**src/rtl/bldc_commutator.sv**
```systemverilog
// rtl/bldc_commutator.sv - six-step BLDC commutator: hall filter, dead-time, PWM, illegal-hall fault
// Optional feature macro: BLDC_COMMUTATOR_SYNC_RECT_EN (synchronous rectification on the switched leg)
module bldc_commutator #(
  parameter int PWM_PERIOD  = 800,
  parameter int DEADTIME    = 16,
  parameter int HALL_FILTER = 4
) (
  input  logic               CLK,
  input  logic               reset,
  input  logic               hall1,
  input  logic               hall2,
  input  logic               hall3,
  input  logic               enable,
  input  logic signed [15:0] duty,
  output logic [5:0]         PHASES,
  output logic [2:0]         sector,
  output logic               fault,
  output logic               pwm_sync
);
  localparam int FW = $clog2(HALL_FILTER + 1);
  localparam int DW = (DEADTIME > 1) ? $clog2(DEADTIME) : 1;
  localparam logic [15:0]   PERIOD_M1 = 16'(PWM_PERIOD - 1);
  localparam logic [16:0]   PERIOD_W  = 17'(PWM_PERIOD);
  localparam logic [FW-1:0] FILT      = FW'(HALL_FILTER);
  localparam logic [DW-1:0] DEAD_M1   = DW'(DEADTIME - 1);
`ifdef BLDC_COMMUTATOR_SYNC_RECT_EN
  localparam int DT4 = (DEADTIME / 4 > 0) ? DEADTIME / 4 : 1;
`endif

  typedef enum logic [1:0] {S_IDLE, S_DEAD, S_RUN, S_FAULT} state_t;

  logic [2:0]    sync1, sync2, cand, code;
  logic [1:0]    sync_vld;
  logic [FW-1:0] stab_cnt, stab_nxt;
  logic          code_vld;
  logic [15:0]   pwm_cnt, mag, cnt_nxt, mag_nxt, mag_sat;
  logic [16:0]   duty_abs;
  logic          dir, dir_nxt;
  logic [1:0]    fwd_hi, fwd_lo, hi_leg, lo_leg;
  logic [2:0]    code_sector;
  logic          code_legal, code_bad;
  logic [5:0]    drive;
  logic [3:0]    tgt, pat;
  logic [DW-1:0] dead_cnt;
  state_t        state;

  // Stability count: restarts on any change of the synchronized sample
  always_comb begin
    if (sync2 != cand)         stab_nxt = FW'(1);
    else if (stab_cnt == FILT) stab_nxt = stab_cnt;
    else                       stab_nxt = stab_cnt + FW'(1);
  end

  // Two-flop synchronizer, then accept a code once it has been stable HALL_FILTER samples
  always_ff @(posedge CLK) begin
    if (reset) begin
      sync1    <= 3'b000;
      sync2    <= 3'b000;
      sync_vld <= 2'b00;
      cand     <= 3'b000;
      stab_cnt <= '0;
      code     <= 3'b000;
      code_vld <= 1'b0;
    end else begin
      sync1    <= {hall3, hall2, hall1};
      sync2    <= sync1;
      sync_vld <= {sync_vld[0], 1'b1};
      if (sync_vld[1]) begin
        cand     <= sync2;
        stab_cnt <= stab_nxt;
        if (stab_nxt == FILT) begin
          code     <= sync2;
          code_vld <= 1'b1;
        end
      end
    end
  end

  // Next PWM counter and duty latch; magnitude and sign are taken only in the counter-0 cycle
  always_comb begin
    duty_abs = duty[15] ? ({1'b0, ~duty} + 17'd1) : {1'b0, duty};
    mag_sat  = (duty_abs > PERIOD_W) ? 16'(PWM_PERIOD) : duty_abs[15:0];
    cnt_nxt  = (pwm_cnt == PERIOD_M1) ? 16'd0 : pwm_cnt + 16'd1;
    mag_nxt  = (pwm_cnt == 16'd0) ? mag_sat : mag;
    dir_nxt  = (pwm_cnt == 16'd0) ? duty[15] : dir;
  end

  // PWM carrier, latched duty and the wrap pulse
  always_ff @(posedge CLK) begin
    if (reset) begin
      pwm_cnt  <= 16'd0;
      mag      <= 16'd0;
      dir      <= 1'b0;
      pwm_sync <= 1'b0;
    end else begin
      pwm_cnt  <= cnt_nxt;
      mag      <= mag_nxt;
      dir      <= dir_nxt;
      pwm_sync <= (cnt_nxt == 16'd0);
    end
  end

  // Hall code to legs and sector; reverse swaps legs. Gate pattern is for the upcoming cycle.
  always_comb begin
    fwd_hi      = 2'd0;
    fwd_lo      = 2'd0;
    code_sector = 3'd7;
    case (code)
      3'b101: begin fwd_hi = 2'd0; fwd_lo = 2'd1; code_sector = 3'd0; end
      3'b100: begin fwd_hi = 2'd0; fwd_lo = 2'd2; code_sector = 3'd1; end
      3'b110: begin fwd_hi = 2'd1; fwd_lo = 2'd2; code_sector = 3'd2; end
      3'b010: begin fwd_hi = 2'd1; fwd_lo = 2'd0; code_sector = 3'd3; end
      3'b011: begin fwd_hi = 2'd2; fwd_lo = 2'd0; code_sector = 3'd4; end
      3'b001: begin fwd_hi = 2'd2; fwd_lo = 2'd1; code_sector = 3'd5; end
      default: ;
    endcase
    hi_leg     = dir_nxt ? fwd_lo : fwd_hi;
    lo_leg     = dir_nxt ? fwd_hi : fwd_lo;
    code_bad   = code_vld && ((code == 3'b000) || (code == 3'b111));
    code_legal = code_vld && !code_bad;
    drive      = 6'b000000;
    if (mag_nxt != 16'd0) begin
`ifdef BLDC_COMMUTATOR_SYNC_RECT_EN
      drive[{1'b0, hi_leg}]          = (cnt_nxt >= 16'(DT4)) && (cnt_nxt < mag_nxt);
      drive[3'd3 + {1'b0, hi_leg}]   = ({1'b0, cnt_nxt} >= ({1'b0, mag_nxt} + 17'(DT4)));
      drive[3'd3 + {1'b0, lo_leg}]   = 1'b1;
`else
      drive[{1'b0, hi_leg}]          = (cnt_nxt < mag_nxt);
      drive[3'd3 + {1'b0, lo_leg}]   = 1'b1;
`endif
    end
  end

  assign tgt = {code, dir_nxt};

  // Commutation FSM: dead-time on every target change, sticky fault until enable drops
  always_ff @(posedge CLK) begin
    if (reset) begin
      state    <= S_IDLE;
      dead_cnt <= '0;
      pat      <= 4'd0;
      PHASES   <= 6'b000000;
      sector   <= 3'd7;
      fault    <= 1'b0;
    end else if (!enable) begin
      state    <= S_IDLE;
      dead_cnt <= '0;
      PHASES   <= 6'b000000;
      sector   <= code_sector;
      fault    <= 1'b0;
    end else if (code_bad) begin
      state  <= S_FAULT;
      PHASES <= 6'b000000;
      sector <= 3'd7;
      fault  <= 1'b1;
    end else begin
      sector <= (state == S_FAULT) ? 3'd7 : code_sector;
      case (state)
        S_IDLE: begin
          PHASES <= 6'b000000;
          if (code_legal) begin
            state    <= S_DEAD;
            dead_cnt <= '0;
            pat      <= tgt;
          end
        end
        S_DEAD: begin
          PHASES <= 6'b000000;
          if (tgt != pat) begin
            dead_cnt <= '0;
            pat      <= tgt;
          end else if (dead_cnt == DEAD_M1) begin
            state  <= S_RUN;
            PHASES <= drive;
          end else begin
            dead_cnt <= dead_cnt + DW'(1);
          end
        end
        S_RUN: begin
          if (tgt != pat) begin
            state    <= S_DEAD;
            dead_cnt <= '0;
            pat      <= tgt;
            PHASES   <= 6'b000000;
          end else begin
            PHASES <= drive;
          end
        end
        S_FAULT: PHASES <= 6'b000000;
        default: begin
          state  <= S_IDLE;
          PHASES <= 6'b000000;
        end
      endcase
    end
  end
endmodule
```
**config.mk**
```make
export PLATFORM = sky130hd
export DESIGN_NAME = bldc_commutator
export DESIGN_NICKNAME = d
export VERILOG_FILES = /design/src/rtl/bldc_commutator.sv
export SDC_FILE = /design/constraint.sdc
export NUM_CORES = 1
export LEC_CHECK = 0
export ABC_CLOCK_PERIOD_IN_PS = 6900
export CAP_MARGIN = 25
export CORE_MARGIN = 2
export CORE_UTILIZATION = 35
export DETAILED_ROUTE_END_ITERATION = 16
export MAX_ROUTING_LAYER = met4
export PLACE_DENSITY = 0.55
export SLEW_MARGIN = 20
export SYNTH_ARGS = -nofsm -noshare
export SYNTH_HDL_FRONTEND = slang
export SYNTH_SLANG_ARGS = --single-unit
export TNS_END_PERCENT = 50
```
**constraint.sdc**
```tcl
create_clock -name CLK -period 6.9 [get_ports CLK]
set_clock_uncertainty 0.05 [all_clocks]
set_input_delay 1.38 -clock CLK [delete_from_list [all_inputs] [get_ports CLK]]
set_output_delay 1.38 -clock CLK [all_outputs]
set_load 0.005 [all_outputs]
```
==> impl_metrics.env <==
export IMPL_grt_pass1_wl_um=16550
export IMPL_synth_edf_count=0
export IMPL_dp_cells=682
export IMPL_drc=0
export IMPL_cts_inserted_buffers=9
export IMPL_worstPathCellList="clkdlybuf4s50_1 -> inv_1 -> ha_1 -> nor4b_1 -> nand2_1 -> o311a_1 -> nor4_2 -> o2111ai_2 -> o22ai_1 -> ha_1 -> a21o_1 -> a21o_1 -> a21o_1 -> a2111oi_0 -> a21boi_0 -> a41oi_1 -> o2111ai_1 -> a21oi_1"
export IMPL_worst_pin_slew_ns=0.9125
export IMPL_cts_setup_buffers=0
export IMPL_setup_tns_ns=0
export IMPL_cp_common_cell="a21o_1"
export IMPL_rsz0062_at_grt="false"
export IMPL_io_pins=33
export IMPL_dieHeight_um=114.1
export IMPL_fmax_mhz=160.3
export IMPL_fin_cells=698
export IMPL_io_buffer_count=32
export IMPL_p_per_area_mw_per_mm2=203.2
export IMPL_fin_area_mm2=0.005006
export IMPL_cp_max_fo=9
export IMPL_die_area_mm2=0.01302
export IMPL_fin_crit_sh=0.9043
export IMPL_drv_cap=0
export IMPL_status="finished clean"
export IMPL_dpl_cell_area_mm2=0.004702
export IMPL_antenna_found_initial=0
export IMPL_clkSlewWorstSetupHoldPaths_ns=0.06
export IMPL_synth_seq_cells=72
export IMPL_hpwl_um=7208
export IMPL_track_usage=0.1619
export IMPL_insertedDiodeCount=0
export IMPL_die_x_um=114.1
export IMPL_grt_pass1_vias=3545
export IMPL_min_period_ns=6.240
export IMPL_area_growth_pct=17.99
export IMPL_start_kind="input port"
export IMPL_syn_num_nets=570
export IMPL_cts_tree="done"
export IMPL_h_tree_depth=3
export IMPL_grt_max_degree=49
export IMPL_finalWirelength_um=9710
export IMPL_p_sw_frac=0.2587
export IMPL_clk_path_buf_depth=2
export IMPL_synth_seq_area_share=0.3397
export IMPL_hold_viol=0
export IMPL_ys_types=59
export IMPL_cts_hold_buf=0
export IMPL_crit_slowest_cell="clkdlybuf4s50_1"
export IMPL_syn_cell_area_mm2=0.004243
export IMPL_drv_slew=0
export IMPL_std_cell_rows=40
export IMPL_overflow=0
export IMPL_setup_violations=0
export IMPL_vdd_ir_drop_max_mv=0.1248
export IMPL_num_vias=3660
export IMPL_p_sw_mw=0.2632
export IMPL_floorplan_core_area_mm2=0.01191
export IMPL_gp_congestion=0.8739
export IMPL_p_int_mw=0.7540
export IMPL_worstSetupPathType="in2reg"
export IMPL_crit_family="compound AO/OA/AOI/OAI gates"
export IMPL_pwr_share_clk=0.464
export IMPL_pwr_share_comb=0.113
export IMPL_synth_warnings=0
export IMPL_crit_buf_inv=2
export IMPL_worstSkewPairLatency_ns=0.33
export IMPL_viasPerCell=5.244
export IMPL_hp_class="reg2reg"
export IMPL_fin_nets=597
export IMPL_drt_pass1_iter_count=4
export IMPL_cts_resized=0
export IMPL_synth_main_ff_cell="dfxtp_1"
export IMPL_clock_sinks=72
export IMPL_fin_util=0.4203
export IMPL_async_flop_share=0
export IMPL_syn_inst=519
export IMPL_end_kind="flop"
export IMPL_antenna_left=0
export IMPL_cp_arrival_ns=6.45
export IMPL_slew_headroom=0.3866
export IMPL_cp_data_required_time_ns=7.11
export IMPL_synth_avg_cell_area_um2=8.175
export IMPL_initial_utilization=0.3562
export IMPL_max_stage_delay_ns=0.55
export IMPL_power_leakage_nw=2.019
export IMPL_post_drt_wl_per_cell_um=13.91
export IMPL_power_mw=1.017
export IMPL_cts_root_buf="clkbuf_16"
export IMPL_final_layout_size_suffix_gt1_frac=0.06534
export IMPL_initialDrtViolationCount=163
export IMPL_p_seq_frac=0.423
per-layer routing:
metal	track usage	routed length (µm)	share of wire	vias to the layer above
met5	-	0	0	-
met4	0.03659	64	0.0066	0
met3	0.03864	294	0.030	4
met2	0.2687	4586	0.47	49
met1	0.2005	4765	0.49	1703
li1	-	-	-	1904
synthesized netlist by cell type, drive strengths merged (5+ instances only):
library cell | n | area [µm²]
nand2b | 5 | 31.28
nor2b | 11 | 68.82
or3 | 7 | 43.79
nor4 | 10 | 75.07
o21ai | 13 | 65.06
inv | 32 | 120.1
and3 | 11 | 68.82
a211oi | 5 | 50.05
nand4 | 11 | 68.82
dfxtp | 72 | 1441
nor3b | 5 | 37.54
ha | 29 | 362.9
clkbuf | 19 | 71.32
xnor2 | 13 | 113.9
o22ai | 6 | 37.54
xor2 | 17 | 148.9
a2111oi | 5 | 43.79
a21oi | 26 | 130.1
mux2i | 12 | 120.1
a21o | 6 | 45.04
nand3 | 17 | 85.08
nor3 | 17 | 90.09
or4 | 7 | 60.06
nor2 | 70 | 262.8
nand2 | 41 | 153.9
final cells by class:
| class | instances | area [µm²] |
|---|---|---|
| Clock buffer | 9 | 225.2 |
| Clock inverter | 7 | 78.83 |
| Fill cell | 1195 | 6905 |
| Inverter | 32 | 120.1 |
| Multi-Input combinational cell | 395 | 2606 |
| Sequential cell | 72 | 1441 |
| Tap cell | 147 | 183.9 |
| Timing Repair Buffer | 36 | 350.3 |
through the flow:
stage	hold WS (ns)	worst slack [ns]
2_1_floorplan	0.3638	1.761
3_3_place_gp	0.3679	0.6671
3_5_place_dp	0.3739	0.4812
4_1_cts	0.3890	0.7749
5_1_grt	0.4056	0.2616
6_report	0.3845	0.6604
kinds of logic (layout without fill, tap and decap cells):
kind of cell	count (synthesis)	after routing	share of synthesized area
AND/OR/NAND/NOR	225	225	0.2692
AO/OA/AOI/OAI	96	96	0.1613
flip-flops	72	72	0.3397
adder cells (fa/ha/maj)	29	29	0.08552
XOR/XNOR	30	30	0.06193
buffers and inverters	52	84	0.04600
multiplexers	15	15	0.03627
cells in the final DEF (no fill, tap or decap), drive strengths merged, types with 6 or more instances in the layout:
cell type      instances
o22ai                  6
inv                   34
dfxtp                 72
ha                    29
xnor2                 13
and3                  11
nand3                 17
xor2                  17
or4                    7
or3                    7
nor4                  10
clkbuf                 9
mux2i                 12
nor2                  70
nor3                  17
clkdlybuf4s50         32
nor2b                 11
nand2                 41
o21ai                 13
nand4                 11
a21o                   6
a21oi                 26
worst register-to-register path: cells and delay by family (launching register included):
family          cells  cell delay (ns)
compound gates     10             2.35
simple gates        4             1.93
flops               1             0.34
fa+ha+maj           1             0.29
state kept, by name, indices dropped and copies added, names as in the netlist, 4 cells and up:
register	flops
dead_cnt	4
pat	4
PHASES	6
mag	16
pwm_cnt	16
worst paths after layout:
kind	slack, ns	depth (start not counted)	start	end
max	0.66	18	duty[0]	PHASES[0]$_SDFF_PP0_
min	0.38	1	sync1[1]$_SDFF_PP0_	sync2[1]$_SDFF_PP0_
min reg2reg	0.38	1	sync1[1]$_SDFF_PP0_	sync2[1]$_SDFF_PP0_
max reg2reg	1.88	15	pwm_cnt[7]$_SDFF_PP0_	PHASES[0]$_SDFF_PP0_
power groups by stage:
stage | Sequential, mW | Clock (mW) | Combinational (mW)
floorplan | 0.437 | 0 | 0.0792
global placement | 0.439 | 0 | 0.114
detailed placement | 0.439 | 0 | 0.115
CTS | 0.430 | 0.489 | 0.116
global route | 0.431 | 0.506 | 0.128
finish | 0.430 | 0.472 | 0.115
No activity file was read; power rests on OpenSTA's default activity.
